<file path="src/rtl/clz_norm_arb.sv">
// Two-requester arbiter around one shared leading-zero counter; returns count, normalised value
// and zero flag per operand. Optional CLZ_NORM_STATS_EN adds per-requester completion counters.
module clz_norm_arb #(
    parameter int unsigned REQ_FAIR = 1
) (
    input  logic        clk,
    input  logic        reset,
    input  logic        req0_valid,
    input  logic [31:0] req0_data,
    output logic        req0_ready,
    input  logic        req1_valid,
    input  logic [31:0] req1_data,
    output logic        req1_ready,
    output logic        resp_valid,
    input  logic        resp_ready,
    output logic        resp_id,
    output logic [31:0] resp_norm,
    output logic [5:0]  resp_count,
    output logic        resp_zero,
    output logic        busy,
    output logic [15:0] stat0_cnt,
    output logic [15:0] stat1_cnt
);

    localparam logic [1:0] StIdle  = 2'd0;
    localparam logic [1:0] StCount = 2'd1;
    localparam logic [1:0] StShift = 2'd2;
    localparam logic [1:0] StDone  = 2'd3;

    logic [1:0]  state_q, state_d;
    logic        ptr_q, ptr_d;
    logic        id_q, id_d;
    logic [31:0] operand_q, operand_d;
    logic [5:0]  count_q, count_d;
    logic [31:0] norm_q, norm_d;
    logic        zero_q, zero_d;

    logic        grant0, grant1;
    logic [31:0] clz_a;
    logic [5:0]  clz_n;

    always_comb begin
        if (REQ_FAIR != 0) begin
            grant0 = req0_valid & (~req1_valid | ~ptr_q);
            grant1 = req1_valid & (~req0_valid | ptr_q);
        end else begin
            grant0 = req0_valid;
            grant1 = req1_valid & ~req0_valid;
        end
    end

    assign req0_ready = (state_q == StIdle) & grant0;
    assign req1_ready = (state_q == StIdle) & grant1;

    // Shared counter: always fed from the latched operand, sampled only in COUNT.
    assign clz_a = operand_q;

    always_comb begin
        clz_n = 6'd32;
        for (int i = 0; i < 32; i++) begin
            if (clz_a[i]) begin
                clz_n = 6'(31 - i);
            end
        end
    end

    always_comb begin
        state_d   = state_q;
        ptr_d     = ptr_q;
        id_d      = id_q;
        operand_d = operand_q;
        count_d   = count_q;
        norm_d    = norm_q;
        zero_d    = zero_q;
        case (state_q)
            StIdle: begin
                if (req0_ready) begin
                    operand_d = req0_data;
                    id_d      = 1'b0;
                    ptr_d     = 1'b1;
                    state_d   = StCount;
                end else if (req1_ready) begin
                    operand_d = req1_data;
                    id_d      = 1'b1;
                    ptr_d     = 1'b0;
                    state_d   = StCount;
                end
            end
            StCount: begin
                count_d = clz_n;
                state_d = StShift;
            end
            StShift: begin
                // Shift by the registered count so clz is never in series with the shifter.
                zero_d  = (count_q == 6'd32);
                norm_d  = (count_q == 6'd32) ? 32'd0 : (operand_q << count_q);
                state_d = StDone;
            end
            StDone: begin
                if (resp_ready) begin
                    state_d = StIdle;
                end
            end
            default: state_d = StIdle;
        endcase
    end

    always_ff @(posedge clk) begin
        if (reset) begin
            state_q   <= StIdle;
            ptr_q     <= 1'b0;
            id_q      <= 1'b0;
            operand_q <= 32'd0;
            count_q   <= 6'd0;
            norm_q    <= 32'd0;
            zero_q    <= 1'b0;
        end else begin
            state_q   <= state_d;
            ptr_q     <= ptr_d;
            id_q      <= id_d;
            operand_q <= operand_d;
            count_q   <= count_d;
            norm_q    <= norm_d;
            zero_q    <= zero_d;
        end
    end

    assign resp_valid = (state_q == StDone);
    assign busy       = (state_q != StIdle);
    assign resp_id    = id_q;
    assign resp_norm  = norm_q;
    assign resp_count = count_q;
    assign resp_zero  = zero_q;

`ifdef CLZ_NORM_STATS_EN
    logic [15:0] stat0_q, stat1_q;
    logic        resp_fire;

    assign resp_fire = resp_valid & resp_ready;

    always_ff @(posedge clk) begin
        if (reset) begin
            stat0_q <= 16'd0;
            stat1_q <= 16'd0;
        end else if (resp_fire) begin
            if (!id_q && stat0_q != 16'hFFFF) begin
                stat0_q <= stat0_q + 16'd1;
            end
            if (id_q && stat1_q != 16'hFFFF) begin
                stat1_q <= stat1_q + 16'd1;
            end
        end
    end

    assign stat0_cnt = stat0_q;
    assign stat1_cnt = stat1_q;
`else
    assign stat0_cnt = 16'd0;
    assign stat1_cnt = 16'd0;
`endif

endmodule

</file>
<file path="config.mk">
export PLATFORM = sky130hd
export DESIGN_NAME = clz_norm_arb
export DESIGN_NICKNAME = d
export VERILOG_FILES = /design/src/rtl/clz_norm_arb.sv
export SDC_FILE = /design/constraint.sdc
export NUM_CORES = 1
export LEC_CHECK = 0
export CAP_MARGIN = 10
export CORE_MARGIN = 4
export CORE_UTILIZATION = 53
export CTS_CLUSTER_DIAMETER = 150
export DETAILED_ROUTE_END_ITERATION = 6
export PLACE_DENSITY_LB_ADDON = 0.12
export SETUP_SLACK_MARGIN = 0.2
export SKIP_CTS_REPAIR_TIMING = 1
export SYNTH_ARGS = -nofsm -noshare
export SYNTH_HDL_FRONTEND = slang
export SYNTH_SLANG_ARGS = --single-unit
</file>
<file path="constraint.sdc">
create_clock -name clk -period 5.79 [get_ports clk]
set_clock_uncertainty 0.1 [all_clocks]
set_input_delay 0.579 -clock clk [delete_from_list [all_inputs] [get_ports clk]]
set_output_delay 0.579 -clock clk [all_outputs]
set_load 0.03 [all_outputs]
</file>
==> reports/metrics.cfg, run 1 <==
[global_routing]
grt_pass1_wl_um = 22700
overflow = 0
antenna_found_initial = 0
grt_pass1_vias = 4643
grt_max_degree = 55
grt_usage_pct = 24.5

[timing]
fin_setup_tns_ps = 0
rsz0062_at_grt = no
worst_pin_slew_ps = 1060
post-route-min-period_ps = 3540
post-route-period-util_pct = 61.2
hold-worst-slack_ps = 363
drv_slew = 0
setup_viol = 0
slew_headroom_pct = 29.2
finalHoldViolations = 0
fmax_mhz = 282

[synth]
muxShareOfSynthArea_pct = 16.2
netlist_top_cells_area = dfxtp_1, mux2i_1, nand2_1, nor2_1, buf_4
synth.ff_latch_count = 75
synth_cell_types = 69
synth.avg_cell_area_um2 = 7.96
synth_xor_area_share_pct = 0
yosysTopAreaCellShare_pct = 29.0
synth_compound_area_share_pct = 21.8
syn-instance-count = 651
yosysWarnings = 0
synth-simple-area-share_pct = 20.5
synth-main-ff-cell = dfxtp_1
synthArstFlopShare_pct = 0
synthAdderAreaFrac_pct = 0.966
seq_area_frac_synth_pct = 29.0
synth_area_mm2 = 0.00518
synth_edf_count = 0
synth_top_family_by_area = compound AO/OA/AOI/OAI gates
synth_area_leader_cell = dfxtp_1

[drt]
drt-total-wl_um = 14300
drtAntennaViolNets = 0
first_pass_iters = 5
viasPerCell = 5.76
via_count = 4945
dr.first_iter.drc_count = 324
post_drt_wl_per_cell_um = 16.6
drc = 0

[finish]
diodes = 0
area_growth_pct = 20.9
fillCellCount = 866
nets = 800
final_cell_mix = clkdlybuf4s50_1, nand2_1, nor2_1, dfxtp_1, mux2i_1
drive_gt1_share_pct = 7.95
multi_input_comb_area_mm2 = 0.00321
final_cells = 859
final_common_cell = clkdlybuf4s50_1
seqCellArea_mm2 = 0.00150

[placed_design]
hpwlAfterDp_um = 10700
portBuffers = 112
placedCellCount = 845
gp_congestion = 0.938

[floorplan]
io_pins = 145
die_height_um = 107
die_area_mm2 = 0.0114
rows = 35
chipWidth_um = 107
start_util_pct = 55.3
core-area_mm2 = 0.00937

[setup_path]
crit_chain = clkdlybuf4s50_1 -> nand2_1 -> nand3_1 -> inv_1 -> clkdlybuf4s50_1
crit_cells = 5
critPathBufInv = 3
crit_type = in2out
required_ps = 5110
critPathArrivalTime_ps = 2860
cp-end-kind = output pin
slowest_delay_ps = 720
start_kind = input pin
r2r-start = state_q[0]
critPathMostFrequentCell = clkdlybuf4s50_1
slowest_stage = clkdlybuf4s50_1
crit_start = req1_valid
reg2reg_to = clz_a[13]
critPathMaxFanout = 29
cpLargestDelayFamily = buffers and inverters
reg2reg_slack_ps = 3070
endpoint = req0_ready
worst_r2r_path_depth = 7

[hold_path]
worstHoldPathType = reg2reg

[pwr]
power_density_mw_per_mm2 = 491
ir_worst_vdd_mv = 0.277
power.leakage_nw = 2.31

[clocking]
cts_buffer_depth = 2
clkTransAtPathRegs_ps = 80
clock_sinks = 75
root_buffer = clkbuf_8
cts_tree = done
numCtsBuffers = 9
insertion_delay_ps = 360
htreeDepth = 3

[flow_run]
cap_violations = 0

[outcome]
outcome = complete, no violations

stage by stage:
step | power (mW) | utilization [%] | worst slack [ps] | area [um2]
global placement | 2.62 | 64.9 | 2350 | 6080
CTS | 3.05 | 66.8 | 2220 | 6260
floorplan | 2.22 | - | 3620 | 5300
finish | 3.07 | 66.8 | 2250 | 6260
global route | 3.29 | 66.8 | 1980 | 6260
detailed placement | 2.66 | 64.9 | 2240 | 6080
cell type report:
class	count	share of cell area (%)
Tap cell	129	2.58
Clock inverter	5	0.899
Sequential cell	75	24.0
Multi-Input combinational cell	508	51.2
Clock buffer	9	1.98
Timing Repair Buffer	117	18.4
Inverter	16	0.959
where the power goes:
group / internal, mW / leakage (nW) / switching (mW)
logic: 0.735 / 1.60 / 1.03
clock network: 0.193 / 0.0909 / 0.196
registers: 0.657 / 0.614 / 0.268
total: 1.59 / 2.31 / 1.49
synthesized netlist by cell type, types with 6 or more instances:
| cell type | count |
|---|---|
| nand2_1 | 104 |
| nor2_1 | 80 |
| dfxtp_1 | 75 |
| mux2i_1 | 40 |
| buf_4 | 37 |
| a21oi_1 | 28 |
| a311oi_1 | 28 |
| clkbuf_1 | 27 |
| o21ai_0 | 22 |
| mux2_2 | 17 |
| a22oi_1 | 15 |
| nor3_1 | 15 |
| inv_1 | 13 |
| nand2b_1 | 11 |
| nor4_1 | 7 |
| o22ai_1 | 7 |
| buf_2 | 6 |
| buf_6 | 6 |
| o21ai_1 | 6 |
registers in the layout, summed over array words and instances, names as in the netlist:
name        count
resp_count      6
resp_id         1
clz_a          32
state_q         2
ptr_q           1
resp_norm      32
resp_zero       1
tightest hold or removal path, delay by kind of cell, from the launching register on:
family	cells	cell delay [ps]
flip-flops	1	310
AND/OR/NAND/NOR	1	50
AO/OA/AOI/OAI	1	50
cells by family (layout without fill, tap and decap cells):
logic type,after synthesis,count (layout)
adders and majority gates,4,4
AOI/OAI and AO/OA,158,158
and+or+nand+nor,245,245
muxes,69,69
other,1,32
buffers and inverters,99,147
DFF,75,75
how the worst min path moves through the flow:
stage	from	endpoint	slack, ps	depth (start not counted)
2_1_floorplan	ptr_q	ptr_q	370	1
3_3_place_gp	resp_norm[9]	resp_norm[9]	340	2
3_5_place_dp	resp_norm[10]	resp_norm[10]	360	2
4_1_cts	resp_norm[10]	resp_norm[10]	370	2
5_1_grt	resp_norm[10]	resp_norm[10]	390	2
6_report	resp_norm[10]	resp_norm[10]	360	2
routing by layer:
metal	wire length (um)	GRT usage, %	vias up
met5	0	0	-
met3	832	5.42	16
met1	6170	31.5	2317
li1	-	-	2441
met2	7100	41.7	171
met4	170	6.48	0
No activity file was read; power rests on OpenSTA's default activity.
==> inputs of run 2 (changes only) <==
Settings changed: CORE_UTILIZATION 53 to 44.
Clock period 5.79 ns to 3.26 ns, I/O delays scaled along.
==> reports/metrics.cfg, run 2 (synthesis gave the netlist of run 1 again) <==
[outcome]
outcome = complete, no violations  ; unchanged

[setup_path]
critPathArrivalTime_ps = 2330  ; was 2860 ps
required_ps = 2830  ; was 5110 ps
crit_type = reg2out  ; was in2out
crit_start = state_q[1]  ; was req1_valid
start_kind = flip-flop  ; was input pin
r2r-start = resp_count[1]  ; was state_q[0]
cp-end-kind = output pin  ; unchanged
critPathMaxFanout = 8  ; was 29

[clocking]
root_buffer = clkbuf_16  ; was clkbuf_8
htreeDepth = 3  ; unchanged
numCtsBuffers = 9  ; unchanged
insertion_delay_ps = 340  ; was 360 ps
clkTransAtPathRegs_ps = 60  ; was 80 ps
clock_sinks = 75  ; unchanged
cts_buffer_depth = 2  ; unchanged
cts_tree = done  ; unchanged

[pwr]
power.leakage_nw = 2.41  ; was 2.31 nW
ir_worst_vdd_mv = 0.552  ; was 0.277 mV
power_density_mw_per_mm2 = 911  ; was 491 mW/mm2

[floorplan]
start_util_pct = 45.2  ; was 55.3%
die_area_mm2 = 0.0136  ; was 0.0114 mm2
core-area_mm2 = 0.0115  ; was 0.00937 mm2
die_height_um = 117  ; was 107 um
rows = 39  ; was 35
io_pins = 145  ; unchanged
chipWidth_um = 117  ; was 107 um

[global_routing]
antenna_found_initial = 0  ; unchanged
grt_usage_pct = 21.4  ; was 24.5%
grt_max_degree = 55  ; unchanged
overflow = 0  ; unchanged
grt_pass1_vias = 4650  ; was 4,643
grt_pass1_wl_um = 23400  ; was 22,700 um

[flow_run]
cap_violations = 0  ; unchanged

[timing]
rsz0062_at_grt = no  ; unchanged
drv_slew = 0  ; unchanged
post-route-period-util_pct = 84.6
slew_headroom_pct = 44.4  ; was 29.2%
setup_viol = 0  ; unchanged
worst_pin_slew_ps = 833  ; was 1060 ps
fmax_mhz = 363
finalHoldViolations = 0  ; unchanged
fin_ws_ps = 503  ; was 2250 ps
post-route-min-period_ps = 2760
fin_setup_tns_ps = 0  ; unchanged

[finish]
drive_gt1_share_pct = 9.20  ; was 7.95%
final_common_cell = clkdlybuf4s50_1  ; unchanged
finish.instance_area_mm2 = 0.00648  ; was 0.00626 mm2
area_growth_pct = 25.1  ; was 20.9%
final_cell_mix = clkdlybuf4s50_1, nand2_1, nor2_1, dfxtp_1, mux2i_1  ; unchanged
diodes = 0  ; unchanged
nets = 807  ; was 800
final_cells = 882  ; was 859

[placed_design]
dpl_worst_slack_ps = 743  ; was 2240 ps
hpwlAfterDp_um = 11000  ; was 10,700 um
portBuffers = 112  ; unchanged
gp_congestion = 0.917  ; was 0.938
place_area_mm2 = 0.00615  ; was 0.00608 mm2
placedCellCount = 866  ; was 845

[drt]
via_count = 4960  ; was 4,945
drtAntennaViolNets = 0  ; unchanged
first_pass_iters = 6  ; was 5
viasPerCell = 5.62  ; was 5.76
post_drt_wl_per_cell_um = 16.4  ; was 16.6 um
drc = 0  ; unchanged
drt-total-wl_um = 14400  ; was 14,300 um
dr.first_iter.drc_count = 323  ; was 324

[hold_path]
holdCritStartpoint = resp_norm[12]  ; was resp_norm[10]
worstHoldPathType = reg2reg  ; unchanged

-- run 2: changes by cell type in the layout (fill, tap and decap cells not counted) --
cell	change
buf_4	+8
bufinv_16	+1
clkbuf_16	+9
clkbuf_8	-9
clkdlybuf4s50_1	-1
clkinv_2	-2
clkinv_4	-1
inv_6	+3
inv_8	+1
-- run 2: per-layer routing --
metal | vias up | routed length, um | part of all wire [%] | track usage (%)
met1 | 2307 | 6440 | 45 | 29.7
li1 | 2461 | - | - | -
met2 | 172 | 7010 | 49 | 34.7
met4 | 0 | 270 | 1.9 | 6.57
met3 | 20 | 722 | 5.0 | 2.80
met5 | - | 0 | 0 | 0
-- run 2: layout make-up --
cell class	count	area [um2]
Sequential cell	75	1500
Tap cell	143	179
Fill cell	1046	4980
Timing Repair Buffer	124	1200
Multi-Input combinational cell	508	3210
Inverter	16	60.1
Clock buffer	9	225
Clock inverter	7	105
-- run 2: critical path, cell delays in order, from the launching register on --
cell             delay (ps)
dfxtp_1                 330
inv_1                   100
ha_1                    310
nand2_1                  80
a21oi_1                 400
clkdlybuf4s50_1         780
-- run 2: final timing paths --
| path | end | slack (ps) | cells past startpoint |
|---|---|---|---|
| max | req1_ready | 500 | 5 |
| min reg2reg | resp_norm[12] | 350 | 2 |
| max reg2reg | resp_norm[22] | 820 | 5 |
| min | resp_norm[12] | 350 | 2 |
-- run 2: power by group --
group          internal [mW]  total (mW)  switching [mW]
clock network          0.684        1.12           0.438
registers               1.17        1.64           0.476
logic                   1.33        3.14            1.81
-- run 2: metrics by stage --
step	util, %	hold slack, ps	power [mW]
after global routing	56.5	373	6.32
after global placement	53.6	340	4.74
after floorplan	-	345	3.93
final	56.5	354	5.91
after detailed placement	53.6	346	4.77
after CTS	56.5	351	5.90
==> inputs of run 3 (changes only) <==
Clock period 3.26 ns to 2.4 ns, I/O delays scaled along.
==> reports/metrics.cfg, run 3 (synthesis gave the netlist of run 1 again) <==
[outcome]
outcome = complete, no violations  ; unchanged

[pwr]
switchingPower_mw = 3.71  ; was 2.73 mW
finalPower_mw = 8.00  ; was 5.91 mW
ir_worst_vdd_mv = 0.636  ; was 0.552 mV
power_density_mw_per_mm2 = 1220  ; was 911 mW/mm2
p_seq_share_pct = 27.3  ; was 27.8%
internal_power_mw = 4.29  ; was 3.18 mW
p_comb_share_pct = 55.9  ; was 53.2%
switching_share_pct = 46.3  ; was 46.2%
power_frac_clock_pct = 16.8  ; was 19.0%
power.leakage_nw = 2.48  ; was 2.41 nW

[finish]
finish.utilization_pct = 57.4  ; was 56.5%
finish.instance_area_mm2 = 0.00658  ; was 0.00648 mm2
final_common_cell = clkdlybuf4s50_1  ; unchanged
drive_gt1_share_pct = 10.9  ; was 9.20%
final_cell_mix = clkdlybuf4s50_1, nand2_1, nor2_1, dfxtp_1, mux2i_1  ; unchanged
nets = 815  ; was 807
diodes = 0  ; unchanged
area_growth_pct = 27.0  ; was 25.1%

[floorplan]
core-area_mm2 = 0.0115  ; unchanged
chipWidth_um = 117  ; unchanged
start_util_pct = 45.2  ; unchanged
die_area_mm2 = 0.0136  ; unchanged
die_height_um = 117  ; unchanged
rows = 39  ; unchanged
io_pins = 145  ; unchanged

[global_routing]
grt_usage_pct = 22.4  ; was 21.4%
antenna_found_initial = 0  ; unchanged
grt_pass1_wl_um = 24200  ; was 23,400 um
grt_max_degree = 55  ; unchanged
grt_pass1_vias = 4779  ; was 4,650
overflow = 0  ; unchanged

[drt]
post_drt_wl_per_cell_um = 16.9  ; was 16.4 um
first_pass_iters = 5  ; was 6
viasPerCell = 5.63  ; was 5.62
drt-total-wl_um = 15000  ; was 14,400 um
dr.first_iter.drc_count = 356  ; was 323
via_count = 5005  ; was 4,960
drtAntennaViolNets = 0  ; unchanged
drc = 0  ; unchanged

[clocking]
clkTransAtPathRegs_ps = 60  ; about the same
root_buffer = clkbuf_16  ; unchanged
cts_tree = done  ; unchanged
htreeDepth = 3  ; unchanged
clock_sinks = 75  ; unchanged
insertion_delay_ps = 340  ; about the same
numCtsBuffers = 9  ; unchanged
cts_buffer_depth = 2  ; unchanged

[timing]
post-route-period-util_pct = 87.5
rsz0062_at_grt = yes  ; was no
worst_pin_slew_ps = 647  ; was 833 ps
drv_slew = 0  ; unchanged
slew_headroom_pct = 56.4  ; was 44.4%
hold-worst-slack_ps = 215  ; was 354 ps
finalHoldViolations = 0  ; unchanged
setup_viol = 0  ; unchanged
fmax_mhz = 476
post-route-min-period_ps = 2100
fin_ws_ps = 299  ; was 503 ps

[setup_path]
required_ps = 2590  ; was 2830 ps
cp-end-kind = flip-flop  ; was output pin
start_kind = flip-flop  ; unchanged
critPathMaxFanout = 30  ; was 8
crit_type = reg2reg  ; was reg2out
critPathArrivalTime_ps = 2290  ; was 2330 ps

[placed_design]
portBuffers = 112  ; unchanged
dpl_worst_slack_ps = 165  ; was 743 ps
hpwlAfterDp_um = 11500  ; was 11,000 um
place_area_mm2 = 0.00626  ; was 0.00615 mm2
gp_congestion = 0.912  ; was 0.917

[hold_path]
worstHoldPathType = in2reg  ; was reg2reg

[flow_run]
cap_violations = 0  ; unchanged

## run 3: changes by cell type in the layout (fill, tap and decap cells not counted), moves of 2 or more
| cell | change |
|---|---|
| buf_4 | +5 |
| buf_12 | +4 |
| clkdlybuf4s50_1 | -4 |
| clkinv_2 | +2 |
| dlymetal6s2s_1 | +2 |
| inv_6 | -2 |
## run 3: area by class of cell
| type | instances | area [um2] |
|---|---|---|
| sequential | 75 | 1510 |
| clock buffer | 9 | 225 |
| tap | 143 | 179 |
| inverter | 16 | 60.1 |
| timing repair buffer | 132 | 1320 |
| clock inverter | 6 | 65.1 |
| fill | 1062 | 4890 |
| multi-input combinational | 508 | 3230 |
## run 3: path summary, 6_finish.rpt
kind	slack, ps	start	cells after the start	endpoint
worst max-delay path	300	resp_count[2]	7	resp_norm[26]
worst min register to register	360	resp_norm[9]	2	resp_norm[9]
worst max register to register	300	resp_count[2]	7	resp_norm[26]
worst min-delay path	220	reset	2	resp_count[4]
## run 3: metrics by stage
step           setup TNS (ps)  instances
6_report                    0        889
2_1_floorplan               0        682
5_1_grt                     0        889
3_5_place_dp                0        874
4_1_cts                 -37.5        889
3_3_place_gp                0        874
## run 3: power groups by stage
stage                     clock, mW  sequential, mW  combinational, mW
after floorplan                   0            2.10               3.24
after global placement            0            2.18               4.35
after detailed placement          0            2.19               4.41
after CTS                      1.36            2.16               4.43
after global routing           1.43            2.25               4.88
final                          1.34            2.18               4.47
## run 3: per-layer routing
metal  GRT usage (%)  vias to the layer above  wire length (um)
li1                -                     2465                 -
met1            28.8                     2348              6480
met2            39.0                      172              7510
met3            3.89                       20               813
met4            5.57                        0               219
met5               0                        -                 0
## run 3: worst max-delay path: stages, from the launching register on
cell and delay (ps):
dfxtp_1 370, buf_12 220, mux2_2 240, o22ai_1 90, a221oi_1 370, nor2_1 120
nor4_2 360, a221o_1 160
